===== config.mk =====
export PLATFORM = sky130hd
export DESIGN_NAME = ptp_a
export DESIGN_NICKNAME = d
export VERILOG_FILES = /design/src/rtl/ptp_pkg.sv /design/src/rtl/pin_sync_edge.sv /design/src/rtl/ptp_a.sv
export SDC_FILE = /design/constraint.sdc
export NUM_CORES = 1
export LEC_CHECK = 0
export CORE_MARGIN = 5
export CORE_UTILIZATION = 40
export DETAILED_ROUTE_END_ITERATION = 7
export PLACE_DENSITY_LB_ADDON = 0.3
export SKIP_LAST_GASP = 1
export SYNTH_ARGS = -nofsm -noshare
export SYNTH_HDL_FRONTEND = slang
export SYNTH_HIERARCHICAL = 1
export SYNTH_SLANG_ARGS = --single-unit

===== constraint.sdc =====
create_clock -name clk_i -period 3.6 [get_ports clk_i]
set_input_delay 0.72 -clock clk_i [delete_from_list [all_inputs] [get_ports clk_i]]
set_output_delay 0.72 -clock clk_i [all_outputs]
set_load 0.01 [all_outputs]

===== src/rtl/ptp_pkg.sv =====
// Shared widths and FSM state type for the pin-side byte deserialiser.
package ptp_pkg;

  localparam int PTP_BYTE_W  = 8;
  localparam int PTP_WORD_W  = 32;
  localparam int PTP_FRAME_W = 64;

  typedef enum logic {
    PTP_FILL = 1'b0,
    PTP_FULL = 1'b1
  } ptp_state_t;

endpackage


===== src/rtl/pin_sync_edge.sv =====
// Multi-flop synchroniser for an asynchronous pin, followed by a rising-edge
// detect that produces a single-cycle pulse in the clk_i domain.
module pin_sync_edge #(
  parameter int SYNC_STAGES = 2
) (
  input  logic clk_i,
  input  logic reset_i,
  input  logic pin_i,
  output logic rise_o
);

  logic [SYNC_STAGES-1:0] sync_q;
  logic                   hist_q;

  // Everything resets high so a pin already high at reset release reads as
  // "no edge" rather than a spurious capture.
  // NOTE: sequential state uses non-blocking assignments only; mixing in
  // blocking writes here would make simulation order-dependent.
  always_ff @(posedge clk_i or posedge reset_i) begin
    if (reset_i) begin
      sync_q <= '1;
      hist_q <= 1'b1;
    end else begin
      sync_q <= {sync_q[SYNC_STAGES-2:0], pin_i};
      hist_q <= sync_q[SYNC_STAGES-1];
    end
  end

  assign rise_o = sync_q[SYNC_STAGES-1] & ~hist_q;

endmodule


===== src/rtl/ptp_a.sv =====
// Rebuilds a 32- or 64-bit frame from pin-strobed bytes (MSB first) and hands
// it to the core over a valid/ready handshake, flagging bytes lost to overrun.
module ptp_a
  import ptp_pkg::*;
#(
  parameter int SYNC_STAGES = 2,
  parameter int FRAME_BYTES = 8
) (
  input  logic        clk_i,
  input  logic        reset_i,
  input  logic        control_i,
  input  logic [7:0]  byte_i,
  input  logic        clear_i,
  input  logic        ready_i,
  output logic        valid_o,
  output logic [31:0] value_a_o,
  output logic [31:0] value_b_o,
  output logic [2:0]  count_o,
  output logic        overrun_o
);

  localparam logic [2:0] LAST_IDX = 3'(FRAME_BYTES - 1);

  ptp_state_t             state_q, state_d;
  logic                   strobe;
  logic                   capture;
  logic                   frame_done;
  logic [PTP_FRAME_W-1:0] shift_q;
  logic [2:0]             count_q;
  logic                   overrun_q;

  pin_sync_edge #(
    .SYNC_STAGES (SYNC_STAGES)
  ) u_pin_sync_edge (
    .clk_i   (clk_i),
    .reset_i (reset_i),
    .pin_i   (control_i),
    .rise_o  (strobe)
  );

  // A byte is taken while filling, or in FULL only when the handshake
  // completes in the same cycle so the byte starts the next frame.
  // NOTE: every combinational output gets a value on every path so no latch
  // is inferred.
  always_comb begin
    capture    = strobe & ~clear_i & ((state_q == PTP_FILL) | ready_i);
    frame_done = capture & (state_q == PTP_FILL) & (count_q == LAST_IDX);
  end

  always_ff @(posedge clk_i or posedge reset_i) begin
    if (reset_i) state_q <= PTP_FILL;
    else         state_q <= state_d;
  end

  always_comb begin
    state_d = state_q;
    if (clear_i) begin
      state_d = PTP_FILL;
    end else begin
      case (state_q)
        PTP_FILL: if (frame_done) state_d = PTP_FULL;
        PTP_FULL: if (ready_i)    state_d = PTP_FILL;
        default:                  state_d = PTP_FILL;
      endcase
    end
  end

  always_comb begin
    valid_o = (state_q == PTP_FULL);
  end

  always_ff @(posedge clk_i or posedge reset_i) begin
    if (reset_i) begin
      shift_q   <= '0;
      count_q   <= '0;
      overrun_q <= 1'b0;
    end else if (clear_i) begin
      shift_q   <= '0;
      count_q   <= '0;
      overrun_q <= 1'b0;
    end else begin
      if (capture) begin
        shift_q <= {shift_q[PTP_FRAME_W-PTP_BYTE_W-1:0], byte_i};
        if (state_q == PTP_FULL)     count_q <= 3'd1;
        else if (count_q == LAST_IDX) count_q <= '0;
        else                          count_q <= count_q + 3'd1;
      end
      if (strobe && (state_q == PTP_FULL) && !ready_i) overrun_q <= 1'b1;
    end
  end

  // A 4-byte frame lives entirely in the low word of the shift register.
  assign value_a_o = (FRAME_BYTES == 4) ? shift_q[PTP_WORD_W-1:0]
                                        : shift_q[PTP_FRAME_W-1:PTP_WORD_W];
  assign value_b_o = (FRAME_BYTES == 4) ? '0 : shift_q[PTP_WORD_W-1:0];
  assign count_o   = count_q;
  assign overrun_o = overrun_q;

endmodule

# After elaboration in Yosys (flattened, before gate mapping)
# Cells that the tools add are included.
# totals
inputBits,13
ff_bits,72
word_cells,34
# classes
mux,12
eq_ne,1
n_addsub,1
reduce_logical,5
bitwise_logic,9
# ops
op,n
64-bit two-way mux,2
3-bit two-way mux,4
1-bit bitwise AND,5
1-bit two-way mux,5
2-bit nonzero test,2
"3-bit by 1-bit adder with 3-bit output, second input constant",1
"3-bit equality test, second input constant",1
1-bit NOT,3
1-bit logical AND,2
1-bit one-hot mux with 2 select lines,1
1-bit zero test,1
1-bit OR,1

# Depth between registers and ports, before layout
# depth
word_depth,9
ltp_mapped,4

# Modules after synthesis
# Netlist, hierarchy kept.
# modules_own_cells
module,instances,area_each_um2,cells_each
ptp_a,1,3057.9,243
pin_sync_edge,1,96.3,5

# Least setup slack after synthesis
# OpenSTA, ideal clock, no wires.
# synth_timing
path_type,input-to-reg
start,input ready_i
end,register shift_q[10]
t_arrival_ps,1342
path_buffers,1
cell_stages,4
slack_ps,2179
setup_ps,79
path_cell_list,nand2b_4 > nand2_4 > buf_6 > mux2i_1
# synth_via
elab_chain_len,3
# synth_rtl
element,line_no,source
"start, declared",ptp_a.sv:14,"input logic ready_i,"
1-bit OR,ptp_a.sv:46,capture = strobe & ~clear_i & ((state_q == PTP_FILL) | ready_i);
1-bit bitwise AND,ptp_a.sv:46,
2-bit nonzero test (no line),n/a,
"end signal, assigned",ptp_a.sv:83,"shift_q <= {shift_q[PTP_FRAME_W-PTP_BYTE_W-1:0], byte_i};"
"end, declared",ptp_a.sv:28,logic [PTP_FRAME_W-1:0] shift_q;
# Every way passes these cells.
# A chain may end at the register's enable or synchronous reset.

# Worst setup path in the final report
# layout_timing
start,input ready_i
end,register shift_q[50]
# The elaborated chain is that of the path after synthesis.

==> results.md <==
* TritonCTS clock tree: yes
* Initial DRC Count at 59
* Drt pass-1 iters at 4
* Crit-path max cell delay at around 440 ps
* CP Cell Sequence: clkdlybuf4s50_1 -> nand2b_4 -> nand2_4 -> buf_12 -> mux2i_1
* Cell Int Power at 1380 uW
* # resized after CTS at 0
* Number of diodes at 0
* Worst min path class: register to register
* Sum Neg Setup Slack at 0 ps
* Static leakage power at between 0.002 and 0.0025 uW
* Clock network power share at roughly 45%
* Syn avg cell area at between 10 and 15 sq um
* Sequential-to-total area share from yosys stat at about 57%
* Share of power burned in registers at 47.6%
* Final instance area at ~0.0043 sq mm
* Layout cells sized above 1 at under 10%
* DR WL/cell at 14.7 um
* Clock latency at the later pin of the worst-skew pair at 330 ps
* RSZ-0062 raised after global routing: no
* GRT overflow at 0
* Sw Share at between 20% and 30%
* Final hold vios at 0
* Via/cell ratio at 4.76
* Post-layout nets at about 340
* Netlist cell types at 23
* Die X-Extent at ~100 um
* Full die area at ~0.0098 sq mm
* Synth Cell Area at around 0.0032 sq mm
* Post-synth EDFFs at 0
* Total wire length at around 6300 um
* Total GRT Usage at 13.6%
* CTS hold repair buffers at 0
* Worst EP required at roughly 3900 ps
* Final min period at a little over 2000 ps
* Synth Instances at approximately 250
* Core Footprint at just under 0.008 sq mm
* Global-route wire length before repair at between 10000 and 15000 um
* Clock slew at reported path FFs at 70 ps
* Die Y at a little under 100 um
* Sw Pwr at between 300 and 400 uW
* Worst clock skew at approximately 6.9 ps
* Primary FF master, synth: dfrtp_1
* Vias at between 2000 and 2500
* Crit start category: primary input
* Synthesized net count at roughly 260
* Area grow syn2layout at 35.6%
* Achievable Freq at 0.485 GHz
* Top-count cell post-synth: dfrtp_1
* CP max FO at 31
* Routability cong. at around 0.74
* Filler cell count at between 700 and 800
* Synth async-reset ratio at between 90% and 100%
* Period utilization at 57.2%
* Pin count of the biggest net entering global routing at 80
* Hpwl dp at 4360 um
* Status: finished clean
* Power Density at around 400 mW/mm^2
* Vias in the first global route at between 2000 and 2500
* Worst setup EP type: register
* Setup repair bufs after CTS at 0
* Htree depth at 3
* FF+latch count, synth at 72
* Worst vdd ir at approximately 220 uV
* Initial Util at 41.0%
* R2R Setup Slk at 1760 ps
* CP max-delay cell: nand2_4
* WP data arrival at between 2000 and 2500 ps
* CTS root buffer: clkbuf_8
* Final setup viols at 0
* YS warnings at 6
* Hold Slack at about 360 ps
* I/O pin count at 82
* End-of-flow core utilization at 55.6%
* Crit path kind: primary input to register
* CTS Buf Count at 9
* Placed cell areas at approximately 0.004 sq mm
* Combinational Power Share at about 7.0%
* Max clock buf depth at 2
* Post-DRT Antenna Nets at 0
* Synth area leader: dfrtp_1
* Slew margin rel. at 28.8%
* # clock sinks at between 70 and 80
* # rows at 32
* Initial antenna violation count at 0
* Max cap viols at 0
* Worst-Margin Slew at around 1100 ps
* Yosys top cell area share at about 55%
* Area contributors post-synth: dfrtp_1, mux2i_1, nand2b_1, dfstp_2, nand4b_1
* Slew Limit Fails at 0
* Total power at 1730 uW
* IO Port Bufs at 81
* DRC at 0
* Most instantiated cells after synthesis: dfrtp_1, nand2b_1, mux2i_1, o21ai_1, nand4b_1
final timing paths:
path                                           start                   endpoint  depth (start not counted)
max in group asynchronous                    reset_i                shift_q[19]                          3
setup / recovery                             ready_i                shift_q[50]                          5
hold / removal             u_pin_sync_edge/sync_q[0]  u_pin_sync_edge/sync_q[1]                          0
min in group asynchronous                    reset_i  u_pin_sync_edge/sync_q[0]                          2
setup reg to reg           u_pin_sync_edge/sync_q[1]                shift_q[50]                          4
hold reg to reg            u_pin_sync_edge/sync_q[0]  u_pin_sync_edge/sync_q[1]                          0
kinds of logic (layout without fill, tap and decap cells):
family          after synthesis  after routing  synth area share [%]
simple gates                 86             86                  18.4
flops                        72             72                  57.2
mux                          56             56                  17.8
buf+inv                      19            102                  3.65
compound gates               13             13                  2.18
fa+ha+maj                     2              2                 0.793
cell type report:
type | instances | area, sq um | share of cell area (%)
repair buffers | 83 | 846 | 19.8
inverters | 3 | 11.3 | 0.263
multi-input cells | 157 | 1230 | 28.8
clock inverters | 5 | 103 | 2.40
clock buffers | 11 | 151 | 3.54
flip-flops and latches | 72 | 1810 | 42.2
well taps | 102 | 128 | 2.98
cells in the final DEF (no fill, tap or decap):
cell	n
nand4b_1	8
nor4_2	1
mux2i_1	56
clkinvlp_4	1
clkbuf_8	11
dfrtp_1	69
inv_1	2
o21a_1	1
nor2b_4	1
a31oi_1	1
nand2_1	1
buf_12	2
nand3b_1	2
buf_2	1
ha_1	2
inv_2	1
clkdlybuf4s50_1	80
nand2_4	1
bufinv_16	3
clkinv_2	1
and2_4	1
nand2b_1	66
nand2b_4	1
o21ai_1	10
a21oi_1	1
nor2_1	3
dfstp_2	3
nor2b_1	1
stage by stage:
stage | std cells | setup slack [ps]
after floorplan | 248 | 1140
after global placement | 417 | 1240
after detailed placement | 417 | 1190
after CTS | 433 | 1510
after global routing | 433 | 1430
final | 433 | 1540
per-layer routing:
layer,track usage [%],up-vias,wire length (um)
li1,-,1007,-
met1,19.9,982,3090
met2,17.9,63,2610
met3,5.59,8,554
met4,5.36,0,97
met5,0,-,0
flip-flops by register name (all words and copies together), names as in the netlist:
name and flops:
valid_o 1, count_o 3, shift_q 64, overrun_o 1
u_pin_sync_edge/hist_q 1, u_pin_sync_edge/sync_q 2
power by group through the flow:
stage	sequential, uW	clock, uW	combinational (uW)
final	825	788	122
after global routing	827	844	134
after CTS	825	811	124
after detailed placement	841	0	124
after global placement	841	0	123
after floorplan	844	0	77.1
worst max-delay path, delay by kind of cell:
kind	cells	cell delay, ps
multiplexers	1	200
AND/OR/NAND/NOR	2	650
buffers and inverters	2	700
No activity file was read; power rests on OpenSTA's default activity.
